### src/rtl/la_clkgate_ctrl_pkg.sv
// la_clkgate_ctrl_pkg
//   Shared definitions for the clock-gate enable controller: the FSM state
//   encoding and the width of the post-wake settle counter. Imported by the
//   controller RTL and by its testbench so both agree on the encoding.
package la_clkgate_ctrl_pkg;

  // RUN  : clock running, idle counter active
  // OFF  : clock gated (en low)
  // WAKE : en raised again, waiting for the gated clock to settle
  typedef enum logic [1:0] {
    ST_RUN  = 2'd0,
    ST_OFF  = 2'd1,
    ST_WAKE = 2'd2
  } state_t;

  // Settle counter width; WAKE_CYCLES is limited to 1..15.
  localparam int SETTLEW = 4;

endpackage

### src/rtl/la_clkgate_ctrl.sv
// la_clkgate_ctrl
//   Idle-detect controller producing the enable for a latch-based integrated
//   clock gate. Runs on the free-running clock. After idle_limit consecutive
//   idle cycles it drops en; activity or a four-phase wake request raises en
//   again, and the request is acknowledged once the gated clock has settled.
//
// Ports
//   clk        in   free-running clock, rising-edge state updates
//   nreset     in   asynchronous active-low reset
//   busy       in   activity level from the gated domain
//   force_on   in   keeps the clock running while high
//   idle_limit in   [IDLEW] idle cycles before gating, 0 disables gating
//   req        in   four-phase wake request
//   ack        out  four-phase acknowledge (registered)
//   en         out  ICG latch d input (registered)
//   gated      out  high while in OFF (registered)
//   wakes      out  [CNTW] saturating count of OFF->WAKE transitions
//   wakes_clr  in   synchronous clear of wakes, wins over an increment
module la_clkgate_ctrl
  import la_clkgate_ctrl_pkg::*;
#(
  parameter int IDLEW       = 8,
  parameter int WAKE_CYCLES = 2,
  parameter int CNTW        = 16
) (
  input  logic             clk,
  input  logic             nreset,
  input  logic             busy,
  input  logic             force_on,
  input  logic [IDLEW-1:0] idle_limit,
  input  logic             req,
  output logic             ack,
  output logic             en,
  output logic             gated,
  output logic [CNTW-1:0]  wakes,
  input  logic             wakes_clr
);

  localparam logic [SETTLEW-1:0] SETTLE_LAST = SETTLEW'(WAKE_CYCLES - 1);

  state_t             state_reg;
  logic [IDLEW-1:0]   idle_cnt_reg;
  logic [SETTLEW-1:0] settle_cnt_reg;
  logic               en_reg;
  logic               gated_reg;
  logic               ack_reg;
  logic [CNTW-1:0]    wakes_reg;

  logic               act;
  logic [IDLEW:0]     idle_cnt_inc;
  logic               going_off;
  logic               wake_event;

  // A limit of zero is treated as permanent activity, which both disables
  // gating in RUN and wakes the block from OFF.
  assign act = busy | force_on | req | (idle_limit == '0);

  // One extra bit so the >= compare stays exact at the top of the range;
  // gating therefore happens no later than count 2^IDLEW-1 and the stored
  // counter never wraps.
  assign idle_cnt_inc = {1'b0, idle_cnt_reg} + {{IDLEW{1'b0}}, 1'b1};
  assign going_off    = (state_reg == ST_RUN) && !act &&
                        (idle_cnt_inc >= {1'b0, idle_limit});
  assign wake_event   = (state_reg == ST_OFF) && act;

  always_ff @(posedge clk or negedge nreset) begin
    if (!nreset) begin
      state_reg      <= ST_RUN;
      idle_cnt_reg   <= '0;
      settle_cnt_reg <= '0;
      en_reg         <= 1'b1;
      gated_reg      <= 1'b0;
      ack_reg        <= 1'b0;
      wakes_reg      <= '0;
    end else begin
      // req keeps act high, so a high ack implies RUN cannot gate until
      // req is withdrawn.
      ack_reg <= req && (state_reg == ST_RUN) && !going_off;

      case (state_reg)
        ST_RUN: begin
          if (act) begin
            idle_cnt_reg <= '0;
          end else if (going_off) begin
            state_reg    <= ST_OFF;
            en_reg       <= 1'b0;
            gated_reg    <= 1'b1;
            idle_cnt_reg <= '0;
          end else begin
            idle_cnt_reg <= idle_cnt_inc[IDLEW-1:0];
          end
        end
        ST_OFF: begin
          if (act) begin
            state_reg      <= ST_WAKE;
            en_reg         <= 1'b1;
            gated_reg      <= 1'b0;
            settle_cnt_reg <= '0;
          end
        end
        ST_WAKE: begin
          // Inputs are ignored here; RUN is reached WAKE_CYCLES edges
          // after the waking edge.
          if (settle_cnt_reg == SETTLE_LAST) begin
            state_reg <= ST_RUN;
          end else begin
            settle_cnt_reg <= settle_cnt_reg + 1'b1;
          end
        end
        default: begin
          state_reg <= ST_RUN;
          en_reg    <= 1'b1;
          gated_reg <= 1'b0;
        end
      endcase

      if (wakes_clr) begin
        wakes_reg <= '0;
      end else if (wake_event && !(&wakes_reg)) begin
        wakes_reg <= wakes_reg + 1'b1;
      end
    end
  end

  assign en    = en_reg;
  assign gated = gated_reg;
  assign ack   = ack_reg;
  assign wakes = wakes_reg;

endmodule

### config.mk
export PLATFORM = sky130hd
export DESIGN_NAME = la_clkgate_ctrl
export DESIGN_NICKNAME = d
export VERILOG_FILES = /design/src/rtl/la_clkgate_ctrl_pkg.sv /design/src/rtl/la_clkgate_ctrl.sv
export SDC_FILE = /design/constraint.sdc
export NUM_CORES = 1
export LEC_CHECK = 0
export CORE_MARGIN = 1
export CORE_UTILIZATION = 30
export DETAILED_ROUTE_END_ITERATION = 12
export PLACE_DENSITY = 0.48
export SLEW_MARGIN = 20
export SYNTH_ARGS = -nofsm -noshare
export SYNTH_HDL_FRONTEND = slang
export SYNTH_SLANG_ARGS = --single-unit
### constraint.sdc
create_clock -name clk -period 3.7 [get_ports clk]
set_clock_uncertainty 0.15 [all_clocks]
set_input_delay 0.925 -clock clk [delete_from_list [all_inputs] [get_ports clk]]
set_output_delay 0.925 -clock clk [all_outputs]
set_load 0.05 [all_outputs]
Word-level counts from Yosys, hierarchy flattened --
Cells that the tools add are included. Widths: inputs -> output; s select.
Storage, ports and cells: logic and storage cells 60, output and inout port bits 19, input port bits 14, bits in registers 33
Cells by class: $lt $le $gt $ge 1, eq/ne operators 8, muxes and demuxes 20, bitwise logic cells 4, reduce and logical (&&, ||, !) cells 17, add/sub/neg operators 3
Operators by type and width (number):
- $mux 16 | 2
- $add 16x1->16 const B | 1
- $mux 8 | 2
- $reduce_and 16->1 | 1
- $ne 2x2->1 const B | 5
- $add 8x1->9 const B | 1
- $ge 9x8->1 | 1
- $logic_not 8->1 | 1
- $mux 2 | 4
- $mux 4 | 2
- $pmux 4 s2 | 1
- $reduce_and 4->1 | 2
- $logic_and 1x1->1 | 6
- $mux 1 | 6
- $pmux 1 s3 | 2
- $pmux 2 s3 | 1
- $add 4x1->4 const B | 1
- $eq 4x1->1 const B | 1
- $reduce_bool 2->1 | 2
- $logic_not 1->1 | 3
- $or 1x1->1 | 3
- $reduce_and 3->1 | 1
- $eq 2x1->1 const B | 1
- $eq 2x2->1 const B | 1
- other kinds (2) | 2

Logic depth before layout (Yosys ltp) --
Gate-level depths: netlist (run 1).
depth after elaboration 9, mapped depth 11, gate-level depth less buffers 11

Worst setup path after synthesis (run 1) --
OpenSTA, ideal clock, no wires.
path type register -> register, start point register idle_cnt_reg[0], end point register idle_cnt_reg[5], period minus slack after synthesis 2.923 ns, stages on the path, launching flop included 12, arrival time 2.687 ns, slack 0.777 ns, setup time 0.087 ns, required time 3.463 ns, path through dfrtp_1 ha_1 and4_1 nand2_1 and2_1 or2_2 ha_1 a211oi_1 nand2_1 a2111oi_2 nand2_1 o211ai_1
Between the ends: cells in the longest elaborated chain, start to end 5
RTL lines:
- from (decl) | RTL line la_clkgate_ctrl.sv:42 | logic [IDLEW-1:0] idle_cnt_reg;
- from (signal assigned) | RTL line la_clkgate_ctrl.sv:90 | idle_cnt_reg <= idle_cnt_inc[IDLEW-1:0];
- $add 8x1->9 (*) | RTL line la_clkgate_ctrl.sv:61 | assign idle_cnt_inc = {1'b0, idle_cnt_reg} + {{IDLEW{1'b0}}, 1'b1};
- $ge 9x8->1 | RTL line la_clkgate_ctrl.sv:63 | (idle_cnt_inc >= {1'b0, idle_limit});
- $logic_and 1x1->1 | RTL line la_clkgate_ctrl.sv:62 | assign going_off = (state_reg == ST_RUN) && !act &&
- $mux 8 (*) | RTL line la_clkgate_ctrl.sv:84 | end else if (going_off) begin
- $mux 8 (*) | RTL line la_clkgate_ctrl.sv:82 | if (act) begin
Mark *: on every way between the ends. The rest lies on a longest branch, timed or not. A chain may end at the register's enable or synchronous reset.

Worst setup path after layout (run 1) --
start point input port idle_limit[3], end point register wakes_reg[15], in the netlist wakes[15]
Between the ends: cells in the longest elaborated chain, start to end 5
RTL lines:
- from (decl) | RTL line la_clkgate_ctrl.sv:30 | input logic [IDLEW-1:0] idle_limit,
- $logic_not 8->1 | RTL line la_clkgate_ctrl.sv:56 | assign act = busy | force_on | req | (idle_limit == '0);
- $or 1x1->1 | RTL line la_clkgate_ctrl.sv:56
- $logic_and 1x1->1 | RTL line la_clkgate_ctrl.sv:64 | assign wake_event = (state_reg == ST_OFF) && act;
- $logic_and 1x1->1 | RTL line la_clkgate_ctrl.sv:119 | end else if (wake_event && !(&wakes_reg)) begin
- $reduce_bool 2->1 (no line)
- to (signal assigned) | RTL line la_clkgate_ctrl.sv:120 | wakes_reg <= wakes_reg + 1'b1;
- to (decl) | RTL line la_clkgate_ctrl.sv:47 | logic [CNTW-1:0] wakes_reg;
No other way between the ends.

==> impl_metrics.yaml, run 1 <==
grt:
  grt_pass1_vias: 1625
  grt_use_total_pct: 13.4
  grt_overflow_total: 0
  grt_first_pass_wirelength_um: 7520
  grt_max_degree: 34
  grt_antenna_before_repair: 0
placement:
  place_worst_setup_slack_ns: 0.143
  dp.cells: 315
  portBuffers: 32
  place_hpwl_um: 3190
  gp_congestion: 0.732
worst_setup_path:
  r2r_end: "idle_cnt_reg[3]$_DFFE_PN0P_"
  worstSetupPathType: "in2reg"
  crit_required_ns: 3.72
  worstRegToRegCells: 10
  worst_ep_arrival_time_ns: 3.27
  worstSetupStartpoint: "idle_limit[3]"
  setup.worst_path.end_class: "flop"
  endpoint: "wakes[15]$_DFFE_PN0P_"
  cp_max_fo: 6
  timing.reg2reg.setup_slack_ns: 0.61
  critical_path.startpoint_type: "input pin"
  worstReg2RegStart: "idle_cnt_reg[0]$_DFFE_PN0P_"
finish:
  fin_nets: 271
  stdcell_count: 323
  diodes: 0
  post_route_cells_drive_above_1_share_pct: 7.72
  utilization_pct: 39.2
  flip_flop_count_of_the_largest_register_all_copies_and_words_added: 16
  area.growth.synth_to_final_pct: 26.2
  fillerInstances: 651
sta:
  max_slew_margin_pct: 47.3
  rsz0062_at_grt: "false"
  final_period_minus_worst_setup_slack_ns: 3.25
  final.setup.tns_ns: 0
  finalCritPeriodShare_pct: 87.8
  finalHoldWorstSlack_ns: 0.352
  finalHoldViolCount: 0
  worst_slack_ns: 0.452
  tightestPinTransition_ns: 0.783
  number_of_max_slew_violations_in_the_final_report: 0
  setup_viol_count_final: 0
  fmax_mhz: 308
clock_network:
  cts_setup_buffers: 0
  clk_pin_slew_ns: 0.07
  clk_root_buffer_cell: "sky130_fd_sc_hd__clkbuf_8"
  cts_hold_repair.buffers: 0
  cts_max_path_buffers: 2
  numCtsBuffers: 5
  clock_sink_count: 33
  htreeDepth: 2
  cts_tree: "yes"
  clock_insertion_delay_worst_skew_ns: 0.28
  post_cts_resized: 0
synth:
  yosysTopAreaCell: "sky130_fd_sc_hd__dfrtp_1"
  adder_cell_share_of_the_synthesized_area_pct: 7.62
  synthesis.yosys.warnings: 0
  yosys-top-cells-area: "sky130_fd_sc_hd__dfrtp_1, sky130_fd_sc_hd__ha_1, sky130_fd_sc_hd__nand2_1"
  synth.avg_cell_area_um2: 9.47
  synth_simple_gate_area_share_pct: 23.1
  synth-async-reset-ratio_pct: 100
  cell_area_after_synthesis_um2: 1970
  synth.mux.area_fraction_pct: 2.73
  synth.cells.most_frequent: "sky130_fd_sc_hd__dfrtp_1, sky130_fd_sc_hd__nand2_1, sky130_fd_sc_hd__nor2_1"
  synth_enable_flop_cells: 0
  synth.yosys.seq_area_share_pct: 42.0
  dominantRegCellSynth: "sky130_fd_sc_hd__dfrtp_1"
  synth.net_count: 234
  synth_top_family_by_area: "simple AND/OR/NAND/NOR gates"
  synthDominantCellAreaShare_pct: 40.7
  synthMostInstantiatedCell: "sky130_fd_sc_hd__dfrtp_1"
  synth_cell_types: 41
  synth_seq_cells: 33
  synth_cells: 208
  synth_compound_gate_area_share_pct: 17.3
  synth-xor-area-share_pct: 4.00
route:
  antenna_violating_nets_post_route: 0
  detailedRoute.firstIterationViolations: 81
  drt-total-wl_um: 4300
  firstDrtPassIters: 4
  count_of_unresolved_drc_violations_after_routing: 0
  route.detailed.vias_per_inst: 5.07
  dr_total_vias: 1636
  route.detailed.wl_per_inst_um: 13.3
min_path:
  hp-class: "reg2reg"
  timing.hold.worst.start: "gated$_DFFE_PN0P_"
die:
  floorplan.initialDensity_pct: 31.0
  row_count: 29
  io_pins: 33
  fp.dieW_um: 83.0
  fp.coreArea_um2: 6350
  die_area_um2: 6890
  die_y_um: 83.0
pwr:
  power.density_cell_area_nw_per_um2: 366
  peak_vdd_ir_v: 0.000154
  power.leakage_nw: 1.07
run_status:
  outcome: "finished, final reports clean"
flow_run:
  drv_cap: 0
==> final cells by class <==
type                    count  area, um^2  share of cell area, %
repair buffers             34         335                   13.5
multi-input cells         158        1080                   43.3
clock buffers               7        96.3                   3.88
well taps                  77        96.3                   3.88
clock inverters             1        5.00                  0.201
inverters                  13        48.8                   1.96
flip-flops and latches     33         827                   33.3
==> per-stage QoR <==
| stage | power [mW] | area [um^2] |
|---|---|---|
| floorplan | 0.550 | 1970 |
| global placement | 0.620 | 2380 |
| detailed placement | 0.621 | 2380 |
| CTS | 0.926 | 2490 |
| global route | 0.972 | 2490 |
| finish | 0.911 | 2490 |
==> power breakdown <==
part	switching (mW)	internal (mW)
sequential	0.0310	0.398
combinational	0.112	0.0720
clock	0.129	0.168
total	0.273	0.639
==> logic make-up (layout without fill, tap and decap cells) <==
family                   Yosys count  in the layout
AND/OR/NAND/NOR                   84             84
AO/OA/AOI/OAI                     48             48
flip-flops                        33             33
buffers and inverters             17             55
adder cells (fa/ha/maj)           12             12
XOR/XNOR                           9              9
multiplexers                       5              5
==> per-layer routing <==
| metal | global-route usage [%] | vias to the layer above | wire length (um) |
|---|---|---|---|
| met4 | 4.70 | 0 | 48 |
| met3 | 2.98 | 5 | 169 |
| li1 | - | 849 | - |
| met2 | 20.5 | 31 | 1830 |
| met5 | 0 | - | 0 |
| met1 | 18.6 | 751 | 2250 |
==> critical path: stages <==
cell	delay (ns)
sky130_fd_sc_hd__clkdlybuf4s50_1	0.46
sky130_fd_sc_hd__nor4_4	0.36
sky130_fd_sc_hd__a2111oi_2	0.18
sky130_fd_sc_hd__nor4_1	0.71
sky130_fd_sc_hd__and4_1	0.30
sky130_fd_sc_hd__mux2_2	0.33
==> placed cells by master (no fill, tap or decap), drive strengths merged, types with 2 or more instances in the layout <==
master         netlist  final
xnor2                6      6
o311ai               2      2
and4                 3      3
and3                 5      5
ha                  12     12
nor2                17     17
nor2b                4      4
o21ai               11     11
xor2                 3      3
dfrtp               32     32
nand2               22     22
o211ai               2      2
nand3               11     11
nor4                 4      4
buf                  2      2
o2111ai              2      2
mux2                 3      3
or3                  9      9
clkdlybuf4s50        0     32
clkbuf               2      7
a21oi               14     14
o31ai                4      4
nand4                2      2
and2                 2      2
or4                  3      3
a32o                 5      5
inv                 13     13
a2111oi              2      2
mux2i                2      2
==> worst min path at each step <==
stage / to / cells past startpoint
2_1_floorplan: idle_cnt_reg[6]$_DFFE_PN0P_ / 2
3_3_place_gp: gated$_DFFE_PN0P_ / 1
3_5_place_dp: gated$_DFFE_PN0P_ / 1
4_1_cts: gated$_DFFE_PN0P_ / 1
5_1_grt: gated$_DFFE_PN0P_ / 1
6_report: gated$_DFFE_PN0P_ / 1
No activity file was read; power rests on OpenSTA's default activity.
==> inputs of run 2 (changes only) <==
--- a/config.mk
+++ b/config.mk
@@ -5,6 +5,7 @@
 export SDC_FILE = /design/constraint.sdc
 export NUM_CORES = 1
 export LEC_CHECK = 0
+export ABC_AREA = 1
 export CORE_MARGIN = 1
 export CORE_UTILIZATION = 30
 export DETAILED_ROUTE_END_ITERATION = 12
==> run 2 against run 1 <==
The run now ends with design-rule violations left. Sequential cell count is the same. Sequential power shrank 2%. Largest cell class unchanged. Wire length grew 4.3%. Global-route usage grew 0.58 points. Final cell count grew 22%.
==> impl_metrics.yaml, run 2 <==
run_status:
  outcome: "complete, but fails checks"
  failed_checks: "design-rule violations"
clock_network:
  cts_max_path_buffers: 2
  cts_hold_repair.buffers: 0
  clk_pin_slew_ns: 0.07
  post_cts_resized: 0
  numCtsBuffers: 5
  cts_tree: "yes"
  htreeDepth: 2
  clock_sink_count: 33
  cts_setup_buffers: 0
  clk_root_buffer_cell: "sky130_fd_sc_hd__clkbuf_8"
  clock_insertion_delay_worst_skew_ns: 0.29
sta:
  worst_slack_ns: 0.959
  fmax_mhz: 365
  final_period_minus_worst_setup_slack_ns: 2.74
  max_slew_margin_pct: 61.6
  tightestPinTransition_ns: 0.575
  number_of_max_slew_violations_in_the_final_report: 0
  finalHoldWorstSlack_ns: 0.326
  finalHoldViolCount: 0
  finalCritPeriodShare_pct: 74.1
  setup_viol_count_final: 0
  final.setup.tns_ns: 0
  rsz0062_at_grt: "false"
grt:
  grt_antenna_before_repair: 0
  global_route_met2_utilization_pct: 22.8
  grt_use_total_pct: 14.0
  groute.layer.met3.usage_pct: 3.18
  grt_use_met1_pct: 18.2
  grt_max_degree: 34
  grt_first_pass_wirelength_um: 8040
  globalRoute.busiestLayer: "met2"
  grt_overflow_total: 0
  grt_pass1_vias: 1744
route:
  detailedRoute.firstIterationViolations: 73
  count_of_unresolved_drc_violations_after_routing: 1
  dr_total_vias: 1751
  drt-total-wl_um: 4490
  antenna_violating_nets_post_route: 0
  route.detailed.vias_per_inst: 4.44
  route.detailed.wl_per_inst_um: 11.4
  firstDrtPassIters: 8
synth:
  synthesis.yosys.warnings: 0
  synthMostInstantiatedCell: "sky130_fd_sc_hd__nand2_1"
  synth.net_count: 285
  synth_seq_cells: 33
  synth_enable_flop_cells: 0
  synth-async-reset-ratio_pct: 100
  synthDominantCellAreaShare_pct: 38.0
  yosysTopAreaCell: "sky130_fd_sc_hd__dfrtp_1"
  synth.yosys.seq_area_share_pct: 39.3
  synth.avg_cell_area_um2: 8.13
  synth_cell_types: 34
  cell_area_after_synthesis_um2: 2110
  synth.cells.most_frequent: "sky130_fd_sc_hd__nand2_1, sky130_fd_sc_hd__inv_1, sky130_fd_sc_hd__dfrtp_1"
  dominantRegCellSynth: "sky130_fd_sc_hd__dfrtp_1"
  yosys-top-cells-area: "sky130_fd_sc_hd__dfrtp_1, sky130_fd_sc_hd__nand2_1, sky130_fd_sc_hd__ha_1"
  synth_cells: 259
pwr:
  peak_vdd_ir_v: 0.000270
  totalPowerFinal_uw: 841
  power.leakage_nw: 1.21
  power.density_cell_area_nw_per_um2: 321
finish:
  area.growth.synth_to_final_pct: 24.4
  fillerInstances: 686
  fin_nets: 323
  layout.cells.most_common: "sky130_fd_sc_hd__nand2_1"
  layout_common_cells: "sky130_fd_sc_hd__nand2_1, sky130_fd_sc_hd__inv_1, sky130_fd_sc_hd__dfrtp_1, sky130_fd_sc_hd__clkdlybuf4s50_1, sky130_fd_sc_hd__nor2_1"
  flip_flop_count_of_the_largest_register_all_copies_and_words_added: 16
  area_used_by_multi_input_combinational_logic_um2: 1110
  utilization_pct: 38.6
  post_route_cells_drive_above_1_share_pct: 11.7
  diodes: 0
  sequential_cell_area_um2: 827
placement:
  portBuffers: 32
  place_worst_setup_slack_ns: 0.633
  gp_congestion: 0.763
  place_hpwl_um: 3360
worst_setup_path:
  crit_required_ns: 3.73
  cp_num_cells: 16
  setup.worst_path.end_class: "flop"
  worst_ep_arrival_time_ns: 2.77
  worstSetupPathType: "in2reg"
  slowest_stage: "sky130_fd_sc_hd__clkdlybuf4s50_1"
  cp_max_fo: 9
  cells_along_the_critical_path: "clkdlybuf4s50_1 -> inv_1 -> ha_1 -> nand2_1 -> nor2_1 -> nand2_1 -> nand3_1 -> nand2_1 -> nand2_1 -> nand2_1 -> nand2_1 -> nand2_1 -> nand2_1 -> nand2_1 -> nand2_1 -> nand2_1"
  worst_path_most_repeated_cell: "sky130_fd_sc_hd__nand2_1"
  worstReg2RegStart: "idle_cnt_reg[0]$_DFFE_PN0P_"
  slowest_delay_ns: 0.45
  worstRegToRegCells: 17
  timing.reg2reg.setup_slack_ns: 1.23
  worst_path_dominant_cell_family: "simple AND/OR/NAND/NOR gates"
  critPathBufInv: 2
  critical_path.startpoint_type: "input pin"
  r2r_end: "gated$_DFFE_PN0P_"
min_path:
  hold_ep: "en$_DFFE_PN1P_"
  hold_path_depth: 2
  hp-class: "reg2reg"
  timing.hold.worst.start: "en$_DFFE_PN1P_"
flow_run:
  drv_cap: 0
die:
  io_pins: 33
  fp.dieW_um: 85.8
  floorplan.initialDensity_pct: 31.0
  row_count: 30
  fp.coreArea_um2: 6790
  die_area_um2: 7360
  die_y_um: 85.8
## run 2: cell types whose count changed after synthesis, moves of 5 or more
cell / change
sky130_fd_sc_hd__nand2_1: +38
sky130_fd_sc_hd__inv_1: +24
sky130_fd_sc_hd__or3_1: -9
sky130_fd_sc_hd__nor3_1: +7
sky130_fd_sc_hd__xor2_1: +7
sky130_fd_sc_hd__a32o_1: -5
sky130_fd_sc_hd__and3_1: -5
sky130_fd_sc_hd__o21ai_2: +5
sky130_fd_sc_hd__xnor2_1: -5
## run 2: how the worst max path moves through the flow
stage	startpoint	end	slack, ns
after global routing	idle_limit[2]	gated$_DFFE_PN0P_	0.77
final	idle_limit[4]	gated$_DFFE_PN0P_	0.96
after global placement	idle_limit[2]	gated$_DFFE_PN0P_	0.71
after detailed placement	idle_limit[4]	gated$_DFFE_PN0P_	0.63
after floorplan	idle_limit[4]	gated$_DFFE_PN0P_	1.33
after CTS	idle_limit[4]	gated$_DFFE_PN0P_	0.94
## run 2: metal layers
metal / vias to the layer above / wire length [um] / part of all wire, %
li1: 916 / - / -
met1: 795 / 2220 / 49
met2: 34 / 2050 / 46
met3: 6 / 164 / 3.7
met4: 0 / 55 / 1.2
met5: - / 0 / 0
## run 2: area by class of cell
type                    instances  share of cell area, %
repair buffers                 33                   12.5
well taps                      96                   4.58
clock inverters                 2                  0.382
multi-input cells             184                   42.5
flip-flops and latches         33                   31.6
clock buffers                   6                   2.77
inverters                      40                   5.73
## run 2: cells by family (layout without fill, tap and decap cells)
| logic type | after synthesis | count (layout) | share of synthesized area, % |
|---|---|---|---|
| AO/OA/AOI/OAI | 39 | 39 | 11.4 |
| AND/OR/NAND/NOR | 122 | 122 | 29.7 |
| adder cells (fa/ha/maj) | 12 | 12 | 7.13 |
| XOR/XNOR | 11 | 11 | 4.58 |
| flip-flops | 33 | 33 | 39.3 |
| buffers and inverters | 42 | 81 | 7.90 |
## run 2: tightest hold or removal path: stages (launching register included)
cell	delay (ns)
sky130_fd_sc_hd__dfstp_2	0.37
sky130_fd_sc_hd__nand2_1	0.05
sky130_fd_sc_hd__nand2_1	0.05
## run 2: power breakdown
part / switching, mW / internal (mW) / total, mW
registers: 0.0248 / 0.395 / 0.420
clock network: 0.139 / 0.130 / 0.269
logic: 0.0929 / 0.0596 / 0.152
## run 2: stage by stage
stage          cells  area [um^2]
2_1_floorplan    259         2110
3_3_place_gp     386         2540
3_5_place_dp     386         2540
4_1_cts          394         2620
5_1_grt          394         2620
6_report         394         2620
==> inputs of run 3 (changes only) <==
==> constraint.sdc (replaced) <==
create_clock -name clk -period 2.8 [get_ports clk]
set_clock_uncertainty 0.15 [all_clocks]
set_input_delay 0.7 -clock clk [delete_from_list [all_inputs] [get_ports clk]]
set_output_delay 0.7 -clock clk [all_outputs]
set_load 0.05 [all_outputs]
==> run 3 against run 2 <==
The flow still finishes with violations (design-rule violations). Power increased by 47%. Final cell count increased by 1.8%. Design area increased by 3.3%. Die area unchanged. Setup slack got worse by 0.62 ns. Register-to-register slack got worse by 0.71 ns. First-iteration DRC count increased by 25%. Sequential share of layout area decreased by 1.0 points. Critical path type is now reg2out.
==> impl_metrics.yaml, run 3 (synthesis gave the netlist of run 2 again) <==
worst_setup_path:
  cells_along_the_critical_path: "clkdlybuf4s50_1"
  setup.worst_path.end_class: "output port"
  crit_required_ns: 1.95
  cp_max_fo: 2
  critical_path.startpoint_type: "flop"
  worst_ep_arrival_time_ns: 1.61
  slowest_delay_ns: 0.79
  cp_num_cells: 1
  slowest_stage: "sky130_fd_sc_hd__clkdlybuf4s50_1"
  worstRegToRegCells: 17
  worst_path_dominant_cell_family: "buffers and inverters"
  worstSetupPathType: "reg2out"
  critPathBufInv: 1
finish:
  diodes: 0
  layout.cells.most_common: "sky130_fd_sc_hd__nand2_1"
  area.growth.synth_to_final_pct: 28.5
  layout_common_cells: "sky130_fd_sc_hd__nand2_1, sky130_fd_sc_hd__inv_1, sky130_fd_sc_hd__dfrtp_1, sky130_fd_sc_hd__clkdlybuf4s50_1, sky130_fd_sc_hd__nor2_1"
  fin_nets: 330
  fin_area_um2: 2710
  post_route_cells_drive_above_1_share_pct: 13.8
  flip_flop_count_of_the_largest_register_all_copies_and_words_added: 16
  stdcell_count: 401
grt:
  grt_use_total_pct: 14.1
  grt_overflow_total: 0
  grt_pass1_vias: 1746
  grt_antenna_before_repair: 0
  grt_first_pass_wirelength_um: 8150
  grt_max_degree: 34
clock_network:
  cts_max_path_buffers: 2
  cts_tree: "yes"
  numCtsBuffers: 5
  clock_sink_count: 33
  clk_root_buffer_cell: "sky130_fd_sc_hd__clkbuf_8"
  clock_insertion_delay_worst_skew_ns: 0.30
  cts_setup_buffers: 0
  clk_pin_slew_ns: 0.07
  htreeDepth: 2
  cts_hold_repair.buffers: 0
  post_cts_resized: 0
die:
  row_count: 30
  fp.dieW_um: 85.8
  fp.coreArea_um2: 6790
  die_area_um2: 7360
  floorplan.initialDensity_pct: 31.0
  io_pins: 33
  die_y_um: 85.8
route:
  route.detailed.wl_per_inst_um: 11.3
  antenna_violating_nets_post_route: 0
  dr_total_vias: 1781
  route.detailed.vias_per_inst: 4.44
  drt-total-wl_um: 4520
  firstDrtPassIters: 8
  detailedRoute.firstIterationViolations: 91
  count_of_unresolved_drc_violations_after_routing: 1
pwr:
  power.leakage_nw: 1.25
  power.density_cell_area_nw_per_um2: 457
  peak_vdd_ir_v: 0.000514
  totalPowerFinal_mw: 1.24
run_status:
  outcome: "complete, but fails checks"
  failed_checks: "design-rule violations"
sta:
  tightestPinTransition_ns: 0.500
  number_of_max_slew_violations_in_the_final_report: 0
  final.setup.tns_ns: 0
  final_period_minus_worst_setup_slack_ns: 2.46
  fmax_mhz: 406
  worst_slack_ns: 0.335
  setup_viol_count_final: 0
  max_slew_margin_pct: 66.6
  finalCritPeriodShare_pct: 88.0
  finalHoldViolCount: 0
  rsz0062_at_grt: "false"
min_path:
  hold_path_depth: 2
  hp-class: "reg2reg"
placement:
  place_worst_setup_slack_ns: 0.150
  dp.cells: 393
  gp_congestion: 0.816
  portBuffers: 32
  dpl_cell_area_um2: 2590
  place_hpwl_um: 3490
flow_run:
  drv_cap: 0
## run 3: cell types whose count changed in the layout (fill, tap and decap cells not counted)
cell | previous run | this run
sky130_fd_sc_hd__buf_4 | 1 | 8
sky130_fd_sc_hd__clkinv_2 | 2 | 0
sky130_fd_sc_hd__bufinv_16 | 0 | 1
sky130_fd_sc_hd__clkbuf_8 | 5 | 6
## run 3: path summary, 6_finish.rpt
| kind | slack [ns] | start | to |
|---|---|---|---|
| worst max-delay path | 0.34 | en$_DFFE_PN1P_ | en |
| worst min-delay path | 0.32 | en$_DFFE_PN1P_ | en$_DFFE_PN1P_ |
| worst max register to register | 0.52 | idle_cnt_reg[1]$_DFFE_PN0P_ | gated$_DFFE_PN0P_ |
| worst min register to register | 0.32 | en$_DFFE_PN1P_ | en$_DFFE_PN1P_ |
| max in group asynchronous | 1.48 | nreset | en$_DFFE_PN1P_ |
| min in group asynchronous | 0.66 | nreset | wakes[8]$_DFFE_PN0P_ |
## run 3: final cells by class
cell class                      count  area (um^2)
Timing Repair Buffer               40          380
Clock buffer                        7         86.3
Clock inverter                      1         30.0
Multi-Input combinational cell    184         1110
Inverter                           40          150
Sequential cell                    33          827
Fill cell                         714         4090
Tap cell                           96          120
## run 3: worst min-delay path: stages, from the launching register on
cell	delay [ns]
sky130_fd_sc_hd__dfstp_2	0.37
sky130_fd_sc_hd__nand2_1	0.05
sky130_fd_sc_hd__nand2_1	0.04
## run 3: metal layers
metal / global-route usage (%) / up-vias / share of wire [%]
met4: 5.00 / 0 / 1.2
li1: - / 938 / -
met3: 2.60 / 6 / 3.3
met5: 0 / - / 0
met2: 23.6 / 30 / 47
met1: 18.3 / 807 / 49
## run 3: where the power goes
part           internal [mW]  leakage, nW  switching, mW
logic                 0.0819        0.746          0.123
clock network          0.290       0.0585          0.186
registers              0.522        0.449         0.0322
total                  0.894         1.25          0.341
## run 3: metrics by stage
| step | utilization, % | hold WS (ns) |
|---|---|---|
| finish | 39.8 | 0.319 |
| global route | 39.8 | 0.343 |
| CTS | 39.8 | 0.321 |
| detailed placement | 38.1 | 0.303 |
| floorplan | - | 0.254 |
| global placement | 38.1 | 0.313 |
